### src/rtl/calc_pkg.sv
// Shared types for the execute stage.
//   op_t    : 3-bit operation encoding seen on exec_unit.op
//   state_t : execute FSM states
//   mode_t  : iterative engine mode (multiply or divide)
//   FLAG_*  : bit positions inside the 3-bit flags word {div0, ovf, zero}
package calc_pkg;

    typedef enum logic [2:0] {
        OP_ADD  = 3'b000,
        OP_SUB  = 3'b001,
        OP_AND  = 3'b010,
        OP_OR   = 3'b011,
        OP_MUL  = 3'b100,
        OP_DIVQ = 3'b101,
        OP_DIVR = 3'b110,
        OP_RSVD = 3'b111
    } op_t;

    typedef enum logic [1:0] {
        IDLE = 2'd0,
        MUL  = 2'd1,
        DIV  = 2'd2,
        WB   = 2'd3
    } state_t;

    typedef enum logic {
        MODE_MUL = 1'b0,
        MODE_DIV = 1'b1
    } mode_t;

    localparam int FLAG_ZERO = 0;
    localparam int FLAG_OVF  = 1;
    localparam int FLAG_DIV0 = 2;

endpackage

### src/rtl/muldiv_iter.sv
// Iterative multiply / unsigned restoring divide engine, one bit per step.
// Ports:
//   clk, rst      clock and synchronous active-high reset
//   load          capture operands and clear the step counter
//   mode          MODE_MUL or MODE_DIV, sampled with load and on every step
//   step          perform one iteration
//   op_a, op_b    multiplicand/multiplier or dividend/divisor (sampled on load)
//   lo, hi        accumulator halves AFTER the current step (product low/high,
//                 or quotient/remainder), so the caller can write back on the
//                 same edge as the final step
//   last          high during the final (WIDTH-th) step
module muldiv_iter
    import calc_pkg::*;
#(
    parameter int WIDTH = 32
) (
    input  logic             clk,
    input  logic             rst,
    input  logic             load,
    input  mode_t            mode,
    input  logic             step,
    input  logic [WIDTH-1:0] op_a,
    input  logic [WIDTH-1:0] op_b,
    output logic [WIDTH-1:0] lo,
    output logic [WIDTH-1:0] hi,
    output logic             last
);

    localparam int CNT_W = $clog2(WIDTH);

    // Multiply: acc = {partial product, remaining multiplier bits}, shifts right.
    // Divide:   acc = {partial remainder, remaining dividend / quotient bits}, shifts left.
    logic [2*WIDTH-1:0] acc_q, acc_d;
    logic [WIDTH-1:0]   m_q, m_d;       // multiplicand or divisor
    logic [CNT_W-1:0]   cnt_q, cnt_d;

    logic [WIDTH:0] mul_sum;
    logic [WIDTH:0] div_trial;
    logic [WIDTH:0] div_sub;

    always_comb begin
        // NOTE: every variable gets a default first so no path leaves it unassigned (no latch).
        acc_d = acc_q;
        m_d   = m_q;
        cnt_d = cnt_q;

        mul_sum   = {1'b0, acc_q[2*WIDTH-1:WIDTH]} + (acc_q[0] ? {1'b0, m_q} : '0);
        // Trial remainder is at most 2*divisor-1, so WIDTH+1 bits suffice; a set
        // MSB on the subtraction means trial < divisor (restore).
        div_trial = {acc_q[2*WIDTH-1:WIDTH], acc_q[WIDTH-1]};
        div_sub   = div_trial - {1'b0, m_q};

        if (load) begin
            cnt_d = '0;
            if (mode == MODE_MUL) begin
                acc_d = {{WIDTH{1'b0}}, op_b};
                m_d   = op_a;
            end else begin
                acc_d = {{WIDTH{1'b0}}, op_a};
                m_d   = op_b;
            end
        end else if (step) begin
            cnt_d = cnt_q + 1'b1;
            if (mode == MODE_MUL) begin
                acc_d = {mul_sum, acc_q[WIDTH-1:1]};
            end else if (!div_sub[WIDTH]) begin
                acc_d = {div_sub[WIDTH-1:0], acc_q[WIDTH-2:0], 1'b1};
            end else begin
                acc_d = {div_trial[WIDTH-1:0], acc_q[WIDTH-2:0], 1'b0};
            end
        end
    end

    always_ff @(posedge clk) begin
        // NOTE: sequential state uses <= so every flop samples pre-edge values.
        if (rst) begin
            acc_q <= '0;
            m_q   <= '0;
            cnt_q <= '0;
        end else begin
            acc_q <= acc_d;
            m_q   <= m_d;
            cnt_q <= cnt_d;
        end
    end

    assign lo   = acc_d[WIDTH-1:0];
    assign hi   = acc_d[2*WIDTH-1:WIDTH];
    assign last = step && (cnt_q == CNT_W'(WIDTH - 1));

endmodule

### src/rtl/exec_unit.sv
// Execute stage: single-cycle ALU plus iterative MUL / unsigned DIVQ / DIVR,
// with one registered write-back cycle per accepted op.
// Ports:
//   clk, rst                 clock, synchronous active-high reset
//   start, op, dir_dst       request, operation, destination (sampled in IDLE)
//   datA, datB               operands, read only in the accept cycle
//   busy                     state != IDLE
//   done                     one-cycle pulse, same cycle as reg_write
//   reg_write, dir_WR,       registered register-file write port, valid
//   data_in                  for exactly the WB cycle, held afterwards
//   flags                    {div0, ovf, zero} of the last write-back
module exec_unit
    import calc_pkg::*;
#(
    parameter int WIDTH  = 32,
    parameter int ADDR_W = 4
) (
    input  logic              clk,
    input  logic              rst,
    input  logic              start,
    input  logic [2:0]        op,
    input  logic [ADDR_W-1:0] dir_dst,
    input  logic [WIDTH-1:0]  datA,
    input  logic [WIDTH-1:0]  datB,
    output logic              busy,
    output logic              done,
    output logic              reg_write,
    output logic [ADDR_W-1:0] dir_WR,
    output logic [WIDTH-1:0]  data_in,
    output logic [2:0]        flags
);

    state_t             state_q, state_d;
    op_t                op_q, op_d;
    logic [ADDR_W-1:0]  dst_q, dst_d;
    logic               reg_write_q, reg_write_d;
    logic [ADDR_W-1:0]  dir_wr_q, dir_wr_d;
    logic [WIDTH-1:0]   data_in_q, data_in_d;
    logic [2:0]         flags_q, flags_d;

    op_t                op_in;
    logic               is_div, b_zero;
    logic [WIDTH-1:0]   sum, diff, res;
    logic               ovf_r, div0_r;

    logic               md_load, md_step, md_last;
    mode_t              md_mode;
    logic [WIDTH-1:0]   md_lo, md_hi;

    assign op_in  = op_t'(op);
    assign is_div = (op_in == OP_DIVQ) || (op_in == OP_DIVR);
    assign b_zero = (datB == '0);
    assign sum    = datA + datB;
    assign diff   = datA - datB;

    muldiv_iter #(.WIDTH(WIDTH)) u_muldiv (
        .clk  (clk),
        .rst  (rst),
        .load (md_load),
        .mode (md_mode),
        .step (md_step),
        .op_a (datA),
        .op_b (datB),
        .lo   (md_lo),
        .hi   (md_hi),
        .last (md_last)
    );

    // State register and datapath registers.
    always_ff @(posedge clk) begin
        if (rst) begin
            state_q     <= IDLE;
            op_q        <= OP_ADD;
            dst_q       <= '0;
            reg_write_q <= 1'b0;
            dir_wr_q    <= '0;
            data_in_q   <= '0;
            flags_q     <= '0;
        end else begin
            state_q     <= state_d;
            op_q        <= op_d;
            dst_q       <= dst_d;
            reg_write_q <= reg_write_d;
            dir_wr_q    <= dir_wr_d;
            data_in_q   <= data_in_d;
            flags_q     <= flags_d;
        end
    end

    // Next-state logic.
    always_comb begin
        state_d = state_q;
        case (state_q)
            IDLE: begin
                if (start) begin
                    if (op_in == OP_MUL)         state_d = MUL;
                    else if (is_div && !b_zero)  state_d = DIV;
                    else                         state_d = WB;
                end
            end
            MUL, DIV: if (md_last) state_d = WB;
            WB:       state_d = IDLE;
            default:  state_d = IDLE;
        endcase
    end

    // Output / datapath logic: the write-back registers load on the edge that enters WB.
    always_comb begin
        op_d        = op_q;
        dst_d       = dst_q;
        reg_write_d = 1'b0;
        dir_wr_d    = dir_wr_q;
        data_in_d   = data_in_q;
        flags_d     = flags_q;
        md_load     = 1'b0;
        md_mode     = (state_q == DIV) ? MODE_DIV : MODE_MUL;
        md_step     = (state_q == MUL) || (state_q == DIV);
        res         = '0;
        ovf_r       = 1'b0;
        div0_r      = 1'b0;

        if (state_q == IDLE && start) begin
            op_d    = op_in;
            dst_d   = dir_dst;
            md_mode = is_div ? MODE_DIV : MODE_MUL;
            md_load = (op_in == OP_MUL) || (is_div && !b_zero);
        end

        case (state_q)
            IDLE: begin
                case (op_in)
                    OP_ADD: begin
                        res   = sum;
                        ovf_r = (datA[WIDTH-1] == datB[WIDTH-1]) && (sum[WIDTH-1] != datA[WIDTH-1]);
                    end
                    OP_SUB: begin
                        res   = diff;
                        ovf_r = (datA[WIDTH-1] != datB[WIDTH-1]) && (diff[WIDTH-1] != datA[WIDTH-1]);
                    end
                    OP_AND:  res = datA & datB;
                    OP_OR:   res = datA | datB;
                    // Only reach WB from IDLE with a divide when the divisor is zero.
                    OP_DIVQ: begin res = '1;   div0_r = 1'b1; end
                    OP_DIVR: begin res = datA; div0_r = 1'b1; end
                    default: res = '0;
                endcase
            end
            MUL: begin
                res   = md_lo;
                ovf_r = |md_hi;
            end
            DIV:     res = (op_q == OP_DIVR) ? md_hi : md_lo;
            default: res = '0;
        endcase

        if (state_d == WB) begin
            reg_write_d        = 1'b1;
            data_in_d          = res;
            dir_wr_d           = (state_q == IDLE) ? dir_dst : dst_q;
            flags_d[FLAG_DIV0] = div0_r;
            flags_d[FLAG_OVF]  = ovf_r;
            flags_d[FLAG_ZERO] = (res == '0);
        end
    end

    assign busy      = (state_q != IDLE);
    assign done      = reg_write_q;
    assign reg_write = reg_write_q;
    assign dir_WR    = dir_wr_q;
    assign data_in   = data_in_q;
    assign flags     = flags_q;

endmodule

### config.mk
export PLATFORM = sky130hd
export DESIGN_NAME = exec_unit
export DESIGN_NICKNAME = d
export VERILOG_FILES = /design/src/rtl/calc_pkg.sv /design/src/rtl/muldiv_iter.sv /design/src/rtl/exec_unit.sv
export SDC_FILE = /design/constraint.sdc
export NUM_CORES = 1
export LEC_CHECK = 0
export ABC_CLOCK_PERIOD_IN_PS = 6800
export BUFFER_PORTS_ARGS = -buffer_cell sky130_fd_sc_hd__buf_2
export CORE_MARGIN = 2
export CORE_UTILIZATION = 30
export DETAILED_ROUTE_END_ITERATION = 16
export PLACE_DENSITY_LB_ADDON = 0.15
export SLEW_MARGIN = 40
export SYNTH_ARGS = -nofsm -noshare
export SYNTH_HDL_FRONTEND = slang
export SYNTH_HIERARCHICAL = 1
export SYNTH_SLANG_ARGS = --single-unit
### constraint.sdc
create_clock -name clk -period 6.8 [get_ports clk]
set_clock_uncertainty 0.2 [all_clocks]
set_input_delay 0.34 -clock clk [delete_from_list [all_inputs] [get_ports clk]]
set_output_delay 0.34 -clock clk [all_outputs]
set_load 0.02 [all_outputs]
==> run summary, run 1 <==
The worst register-to-register path ends at flags[0]. Entering global routing, the biggest net connects 59 pins. The highest fanout seen on the critical path is 15. The via count of the first global-routing pass came out at between 15k and 20k. The cell area that synthesis handed to floorplanning was 0.01821 mm^2. The count of final setup violators came out at 0. The estimated wirelength of the detail-placed design is between 60000 and 70000 um. The final wirelength is approximately 80000 um. The number of cells traversed by the worst register-to-register path is 21. Each instance of the synthesized netlist takes up on average approximately 7.2 um^2. The worst-case clock buffer depth came out at 2.

The total via count after detailed routing is 19.31k. The share of final-layout standard cells stronger than drive strength 1 is 9.727%. The transition time at the pin with the least slew margin is 854.3 ps.

Pin placement for this block handled 116 I/O pins. STA classifies the critical path endpoint as a register. The global-route wire length before repair is 120100 um. Setup repair after global routing left no endpoint under its margin. Fill cells in the final layout number 6545. The time the final worst path needs with I/O delays and setup came out at around 6400 ps. The number of iterations in the first detailed-routing pass is 6. The routed wire length per instance is 23.95 um.

In the routed design, unresolved DRC markers number 0. Summed over all cells, the static leakage comes to 0.008496 uW. The number of port buffers is between 100 and 150.

The die is 250.4 um tall. Among all flip-flop cells after synthesis, the most frequent one is sky130_fd_sc_hd__dfxtp_1. The flop-to-flop setup slack is between 400 and 500 ps. The global-route usage over all layers is 25.11%. The number of core rows came out at 90.

The critical path is of the register to register type. The proportion of netlist area held by the largest area contributor is between 10% and 20%. TritonCTS built the clock tree. The post-route fraction of the period consumed by the critical path is 93.72%. The combined buffer and inverter count along the critical path is 1.

The initial utilization of the core area, before any placement, comes to 30.28%. The number of hold-slack violations in the final timing report is 0. The met3 routing resource usage after global routing came out at 2.546%.

The number of max-slew violations in the final report came out at 0. The number of max-cap violations is 0. The floorplan die area came out at 0.06269 mm^2. The run finished with clean final reports. At the end of the flow, the number of nets in the layout was around 2.8k. In the synthesized netlist the async set-or-reset flop fraction comes to 0%. The met1 global-route usage came out at 33.75%. For this run, the register share of the synthesized area comes to 16.49%.

The worst relative slew slack is 42.52%. The power density relative to cell area is 383.5 mW/mm^2. The floorplan step defined a core boundary enclosing 0.06013 mm^2. In this run, the number of DRC markers left after iteration 0 of detailed routing was 1447. The min-delay analysis places its worst path in the category primary input to register.

The H-tree depth reported by CTS came out at 4. For this run, the number of Yosys warnings is 6. The worst register-to-register path begins at u_muldiv/acc_q[31]. Traced cell by cell, the critical path runs through inv_1 > ha_1 > fa_1 > nand2b_1 > a21oi_1 > o211ai_1 > o211a_1 > a2111o_1 > o211ai_4 > mux2i_1 > o21ai_0 > mux2i_1 > nor2_1 > a22oi_1 > nor2_1 > a211oi_1 > nand4_1 > or4b_1 > nor4_1 > and4bb_1 > a31o_1. The met2 layer usage reported by global route came out at roughly two fifths. The family of cells with the greatest summed delay on the critical path is compound AO/OA/AOI/OAI gates. The unique cell type count in the Yosys netlist is 94. The number of vias per cell came out at 5.777.

The worst hold margin is around 62 ps. Routability-driven placement finished with a final weighted congestion of between 0.9 and 1. The largest individual stage delay along the critical path comes from the cell sky130_fd_sc_hd__a211oi_1.

The top achievable clock speed came out at 156.9 MHz. The cell taking the most area after synthesis is sky130_fd_sc_hd__dfxtp_1. The synthesized instance count is 2523. The number of synthesized register bits came out at 150. Summed over all layers, the global routing overflow is 0. The tree is rooted in a sky130_fd_sc_hd__clkbuf_16. From left edge to right edge, the die measures 250.4 um. The maximum VDD drop is 0.2146 mV. The number of inserted diodes is 0.

The number of buffers created by CTS came out at 17. The longest individual stage delay on the worst path is 590 ps. The initial antenna violation count is 0.

The arrival time at the worst endpoint came out at roughly 6600 ps. The layout overhead on the synthesized area is 10.51%. The post-CTS setup buffer count came out at 0. The data required time at the worst endpoint is 7020 ps.

The setup TNS came out at 0 ps. The post-detailed-route count of antenna-violating nets came out at 0. In this run, synthesis inferred 0 flip-flops with an integrated enable.

Counting instances in the post-synthesis netlist gives the leading cell types as sky130_fd_sc_hd__nor2_1 (279), sky130_fd_sc_hd__a21oi_1 (238), sky130_fd_sc_hd__ha_1 (174), sky130_fd_sc_hd__nand2_1 (169), sky130_fd_sc_hd__mux2i_1 (162). met2 is the most crowded layer. The flip-flop and latch area came out at ~0.003 mm^2. The kind of start point of the critical path is a register. The clock-pin transition on the worst setup and hold timing paths is 70 ps. Ranked by total cell area, the synthesized netlist is headed by sky130_fd_sc_hd__dfxtp_1 (16%), sky130_fd_sc_hd__ha_1 (12%), sky130_fd_sc_hd__mux2i_1 (8.9%). Counting instances, the worst hold path has a depth of 2. The clock sink total came out at 150. Yosys instantiated no cell more often than sky130_fd_sc_hd__nor2_1. The multi-input logic area is 0.01400 mm^2. The clock reaches the later pin of the worst-skew pair after 490 ps. The worst hold path endpoint is data_in[22]. The source of the worst hold timing path is rst. Counting every net in the synthesized netlist gives 2775.
## cell type report
class	count	area share, %
flip-flops and latches	150	14.92
clock inverters	14	0.5969
well taps	782	4.862
multi-input cells	2053	69.57
clock buffers	18	2.182
repair buffers	167	4.924
inverters	158	2.947
## registers in the layout (all words and copies together), names as in the netlist
register,count
done,1
u_muldiv/cnt_q,5
flags,3
dir_WR,4
dst_q,4
data_in,32
state_q,2
op_q,3
u_muldiv/m_q,32
u_muldiv/acc_q,64
## placed cells by master, fill, tap and decap left out, types with 24 or more instances in the layout
| cell | netlist | layout |
|---|---|---|
| sky130_fd_sc_hd__buf_2 | 19 | 114 |
| sky130_fd_sc_hd__o211ai_1 | 24 | 24 |
| sky130_fd_sc_hd__nand2_1 | 169 | 169 |
| sky130_fd_sc_hd__xnor2_1 | 49 | 49 |
| sky130_fd_sc_hd__dfxtp_1 | 150 | 150 |
| sky130_fd_sc_hd__xor2_1 | 26 | 26 |
| sky130_fd_sc_hd__inv_1 | 153 | 153 |
| sky130_fd_sc_hd__mux2i_1 | 162 | 162 |
| sky130_fd_sc_hd__and2_1 | 41 | 41 |
| sky130_fd_sc_hd__nor3_1 | 62 | 62 |
| sky130_fd_sc_hd__o21ai_0 | 137 | 135 |
| sky130_fd_sc_hd__nor2b_1 | 58 | 58 |
| sky130_fd_sc_hd__nor2_1 | 279 | 276 |
| sky130_fd_sc_hd__and3_1 | 25 | 25 |
| sky130_fd_sc_hd__a211oi_1 | 108 | 108 |
| sky130_fd_sc_hd__a21o_1 | 41 | 40 |
| sky130_fd_sc_hd__ha_1 | 174 | 173 |
| sky130_fd_sc_hd__buf_4 | 5 | 48 |
| sky130_fd_sc_hd__nand2b_1 | 27 | 26 |
| sky130_fd_sc_hd__a22oi_1 | 28 | 28 |
| sky130_fd_sc_hd__a21oi_1 | 238 | 237 |
| sky130_fd_sc_hd__nand4_1 | 34 | 34 |
| sky130_fd_sc_hd__nor4_1 | 32 | 32 |
| sky130_fd_sc_hd__nand3_1 | 31 | 31 |
## where the power goes
| group | leakage (uW) | internal (uW) | total (uW) | switching [uW] |
|---|---|---|---|---|
| combinational | 0.00701 | 1970 | 5430 | 3460 |
| sequential | 0.00122 | 1090 | 1310 | 224 |
| clock | 0.000261 | 487 | 973 | 486 |
| total | 0.00850 | 3540 | 7720 | 4170 |
## per-stage QoR
stage	std cells	area, um^2	power [uW]	worst slack [ps]	utilization [%]
floorplan	2523	18210	5083	1558	-
global placement	3306	19520	6666	443.9	32.46
detailed placement	3306	19520	6634	536.5	32.47
CTS	3342	20120	7660	485.8	33.46
global route	3342	20120	8269	143.3	33.47
finish	3342	20120	7717	426.8	33.47
## worst register-to-register path, delay by kind of cell, from the launching register on
| family | cells | cell delay [ps] |
|---|---|---|
| AO/OA/AOI/OAI | 9 | 2530 |
| adder cells (fa/ha/maj) | 2 | 630 |
| buffers and inverters | 1 | 70 |
| flip-flops | 1 | 360 |
| multiplexers | 2 | 550 |
| AND/OR/NAND/NOR | 7 | 2000 |
## cell families (layout without fill, tap and decap cells)
family	count (synthesis)	count (layout)	share of synthesized area, %
muxes	170	170	9.400
AOI/OAI and AO/OA	817	817	29.68
adders and majority gates	178	178	12.40
xor gates and xnor gates	75	75	3.607
DFF	150	150	16.49
buffers and inverters	320	357	6.919
and+or+nand+nor	813	813	21.51
## what timing repair did
action	in CTS	in global routing
gates resized for setup	0	0
hold buffers	4	0
endpoints found under the hold margin	4	0
## how the worst max path moves through the flow
stage,start,end,cells past startpoint
floorplan,u_muldiv/acc_q[31],flags[0],23
global placement,u_muldiv/acc_q[31],flags[0],21
detailed placement,u_muldiv/acc_q[31],flags[0],21
CTS,u_muldiv/acc_q[31],flags[0],21
global route,u_muldiv/acc_q[31],flags[0],23
finish,u_muldiv/acc_q[31],flags[0],21
## routing by layer
layer	share of wire, %	up-vias
met2	45	640
met5	0	-
li1	-	9236
met4	4.1	0
met1	46	9311
met3	5.1	119
Note: power is estimated with default switching activity, not from simulation.
==> run 2: changes to the inputs <==
--- a/config.mk
+++ b/config.mk
@@ -5,6 +5,7 @@
 export SDC_FILE = /design/constraint.sdc
 export NUM_CORES = 1
 export LEC_CHECK = 0
+export ABC_AREA = 1
 export ABC_CLOCK_PERIOD_IN_PS = 6800
 export BUFFER_PORTS_ARGS = -buffer_cell sky130_fd_sc_hd__buf_2
 export CORE_MARGIN = 2
@@ -14,5 +15,4 @@
 export SLEW_MARGIN = 40
 export SYNTH_ARGS = -nofsm -noshare
 export SYNTH_HDL_FRONTEND = slang
-export SYNTH_HIERARCHICAL = 1
 export SYNTH_SLANG_ARGS = --single-unit
==> run summary, run 2 <==
The switching share of power came out at 52.96% (-1.1 points). The number of gates resized after CTS came out at 0 (unchanged). The total grt overflow came out at 0 (unchanged).

The slowest stage cell on the critical path is sky130_fd_sc_hd__inv_4. The final cell count without fillers is 4390 (+31%). The final wirelength came to 90260 um (+13%). The fraction of synthesized cell area in xor and xnor cells is 1.271% (-2.3 points). The count of synthesis-stage warnings from yosys came to 0 (-6). The overall power after layout is 5384 uW (-30%). The adder-cell area share of the yosys netlist came to 11.12% (-1.3 points).

The tightest min-delay check is of the primary input to register type. The clock root buffer is sky130_fd_sc_hd__clkbuf_16. The number of flip-flops in the largest register is 64 (unchanged).

The number of cells traversed by the worst register-to-register path came to 22 (+4.8%). The net switching power is 2851 uW (-32%). The share of async-settable or async-resettable flops after synthesis is 0% (unchanged). The post-route fraction of the period consumed by the critical path was 70.62% (-23 points). The number of enable flip-flop cells after synthesis is 0 (unchanged). The number of buffers created by CTS came out at 17 (unchanged). The cell area after technology mapping was 0.01929 mm^2 (+6.0%). The fraction of the mapped netlist area in compound gates came out at 20.36% (-9.3 points).

Setup repair after global routing left no endpoint under its margin. The cell taking the most area after synthesis is sky130_fd_sc_hd__nand2_1. The sequential cell fraction of total power came out at 21.5% (+4.5 points).

The clock-pin transition on the worst setup and hold timing paths is 70 ps (about the same). Traced cell by cell, the critical path runs through inv_1 > ha_4 > nand2_1 > inv_1 > nand3_1 > and2_4 > inv_4 > buf_4 > nor2_1 > o22ai_1 > nand2_1 > nand2_1 > a21oi_1 > a21oi_1 > nand2_1 > nand2_1 > nand2_1 > nor2_1 > nand2_1 > nor2_1 > nand3_1 > a21oi_1. The largest register by flop count is u_muldiv.acc_q. The number of synthesized register bits was 150 (unchanged). The top achievable clock speed came out at 208.2 MHz (+33%). The proportion of netlist area held by the largest area contributor came to 19.67% (+3.2 points). The share of the yosys chip area belonging to registers came to 15.56% (-0.93 points).

The number of inserted diodes is 0 (unchanged). The number of design rule violations left after detail routing came out at 0 (unchanged). The setup TNS was 0 ps (unchanged). The combinational share of power is 59.9% (-11 points). The number of max-cap violations came out at 0 (unchanged). The via count of the first global-routing pass came out at 22.27k (+17%). The estimated wirelength of the detail-placed design is 73630 um (+18%).

The most common cell in the synthesized netlist is sky130_fd_sc_hd__nand2_1. The height of the chip came out at 257.6 um (+2.9%). The CTS tree is yes. By area, the combinational part of the netlist is dominated by simple AND/OR/NAND/NOR gates. The count of final setup violators came out at 0 (unchanged). The time the final worst path needs with I/O delays and setup is 4802 ps (-1571 ps).

The longest individual stage delay on the worst path was 600 ps (about the same). The layout overhead on the synthesized area is 10.65%. The post-detailed-route count of antenna-violating nets is 0 (unchanged). The width of the chip came out at 257.6 um (+2.9%). The layout net count came out at 3774 (+35%).

The element type at the critical path end is a register. The flop-to-flop setup slack is 2000 ps (+1570 ps). The reported leakage power is 0.01076 uW (+27%). The maximum number of pins on one net before global-route repair was 136 (+130%). The number of buffers inserted by hold repair at cts came out at 23 (+19). The number of iterations in the first detailed-routing pass is 6 (unchanged). The post-CTS setup buffer count is 0 (unchanged). The arrival time at the worst endpoint came out at 4990 ps (-1600 ps). The data required time at the worst endpoint is 6980 ps (-40 ps). The flow ran to the end, and the final reports show no timing, DRC or antenna violations. The clock insertion delay at the later pin of the skew report came out at 460 ps (-30 ps). In the post-synthesis netlist, the biggest area contributors are sky130_fd_sc_hd__nand2_1 (20%), sky130_fd_sc_hd__dfxtp_1 (16%), sky130_fd_sc_hd__ha_1 (11%). The worst register-to-register path begins at state_q[0]. By count the netlist is led by sky130_fd_sc_hd__nand2_1 (1011), sky130_fd_sc_hd__inv_1 (494), sky130_fd_sc_hd__nor2_1 (353), sky130_fd_sc_hd__nand3_1 (291), sky130_fd_sc_hd__o21ai_0 (283). The number of hold-slack violations in the final timing report came out at 0 (unchanged).

The worst relative slew slack is 46.28% (+3.8 points). The H-tree depth reported by CTS came out at 4 (unchanged). The cell seen most often among critical-path stages is sky130_fd_sc_hd__nand2_1. The most common cell after layout, fill and taps aside is sky130_fd_sc_hd__nand2_1. The initial antenna violation count is 1 (+1). The share of final-layout standard cells stronger than drive strength 1 is 6.010% (-3.7 points).

The worst-case clock buffer depth is 2 (unchanged). The floorplan die area came out at 0.06636 mm^2 (+5.9%). The transition time at the pin with the least slew margin is 805.8 ps (-48.52 ps). The basic-gate share of the synthesized area counting and, or, nand and nor cells came to 38.47% (+17 points).

The number of core rows was 92 (+2.2%). The instance count along the most critical hold path is 3 (+1). The unique cell type count in the Yosys netlist is 52 (-45%).

The effective utilization at floorplan is 30.47% (+0.19 points). The fraction of the core area covered by cells at the end of the flow came to 33.72% (+0.25 points). The kind of start point of the critical path is a register. The capture point of the worst reg-to-reg path is flags[0].

In the layout the commonest cells are sky130_fd_sc_hd__nand2_1 (1010), sky130_fd_sc_hd__inv_1 (492), sky130_fd_sc_hd__nor2_1 (352), sky130_fd_sc_hd__nand3_1 (290), sky130_fd_sc_hd__o21ai_0 (283). The internal portion of total power is 2533 uW (-29%). The count of routing violations after the opening detailed-route iteration is 1792 (+24%). The share of power burned in the clock network was 18.6% (+6.0 points). The clock sink total came to 150 (unchanged).

The number of primary I/O pins is 116 (unchanged). The number of max-slew violations in the final report came out at 0 (unchanged). The power density relative to cell area came out at 252.2 mW/mm^2 (-34%). The number of port buffers came to 115 (unchanged). In this run the most critical hold path is launched from datA[3]. The total nets after synthesis came out at 3737 (+35%). The category of the critical setup timing path is register to register. The global-route usage over all layers was 26.67% (+1.6 points).

The number of vias per cell came out at 5.215 (-9.7%). The placeable core area came out at 0.06331 mm^2 (+5.3%). The dominant synthesized flop cell is sky130_fd_sc_hd__dfxtp_1. The share of synthesized area spent on multiplexers is 0% (-9.4 points). The highest fanout seen on the critical path is 70 (+55). Tracing the worst setup path back leads to its startpoint at state_q[0]. The worst hold path terminates at u_muldiv.m_q[3]. The routed wire length per instance came out at 20.56 um (-14%). The placer's final routability congestion estimate was 0.9905 (+3.0%).

The global-route wire length before repair came to 135100 um (+12%). The synthesized instance count is 3494 (+38%). The number of cells after detailed placement came out at 4335 (+31%). The total via count after detailed routing came out at 22.89k (+19%).

The mean post-synth cell area is 5.522 um^2 (-23%). The total of fill cells in the finished design is 7487 (+14%). The maximum VDD drop came out at 0.2615 mV (+22%).
## run 2: changes by cell type in the layout (fill, tap and decap cells not counted), sizes merged, moves of 58 or more
cell	previous run	this run
a211oi	110	23
inv	162	507
mux2i	162	0
nand2	169	1021
nand3	31	295
nor2	279	358
nor2b	58	0
o21ai	143	300
## run 2: cells by family (layout without fill, tap and decap cells)
| logic type | count (synthesis) | after routing |
|---|---|---|
| buffers and inverters | 645 | 695 |
| xor gates and xnor gates | 28 | 28 |
| DFF | 150 | 150 |
| adders and majority gates | 169 | 169 |
| and+or+nand+nor | 1790 | 1790 |
| AOI/OAI and AO/OA | 712 | 712 |
## run 2: worst max path at each step
stage          endpoint  slack, ps  depth (start not counted)
6_report       flags[0]       2000                         22
5_1_grt        flags[0]       1620                         22
4_1_cts        flags[0]       2030                         22
3_5_place_dp   flags[0]       2070                         22
3_3_place_gp   flags[0]       1850                         18
2_1_floorplan  flags[0]       3730                         29
## run 2: stage by stage
step	hold slack, ps	setup WS, ps	cell area [um^2]
2_1_floorplan	229.0	3731	19290
3_3_place_gp	253.9	1850	20480
3_5_place_dp	253.5	2073	20520
4_1_cts	0.3549	2033	21340
5_1_grt	21.72	1616	21350
6_report	17.60	1998	21350
## run 2: power groups by stage
stage	Combinational (uW)	Sequential (uW)	Clock, uW
after floorplan	2280	1120	0
after global placement	3180	1180	0
after detailed placement	3170	1180	0
after CTS	3190	1160	1020
after global routing	3630	1170	1050
final	3220	1160	1000
## run 2: cell type report
| type | instances | area, um^2 | share of cell area (%) |
|---|---|---|---|
| flip-flops and latches | 150 | 3003 | 14.07 |
| inverters | 502 | 1891 | 8.856 |
| well taps | 846 | 1059 | 4.958 |
| clock buffers | 17 | 425.4 | 1.993 |
| multi-input cells | 2699 | 13800 | 64.62 |
| repair buffers | 161 | 1006 | 4.712 |
| clock inverters | 15 | 168.9 | 0.7912 |
## run 2: worst max-delay path, delay by kind of cell (launching register included)
kind / cells / cell delay [ps]
AO/OA/AOI/OAI: 4 / 560
AND/OR/NAND/NOR: 13 / 1730
flip-flops: 1 / 350
adder cells (fa/ha/maj): 1 / 460
buffers and inverters: 4 / 1370
## run 2: layer usage
metal	wire, um	vias up	track usage, %
met5	0	-	0
met4	4047	0	11.53
met3	4365	144	2.130
met2	41750	727	45.20
met1	40100	10603	34.70
li1	-	11419	-
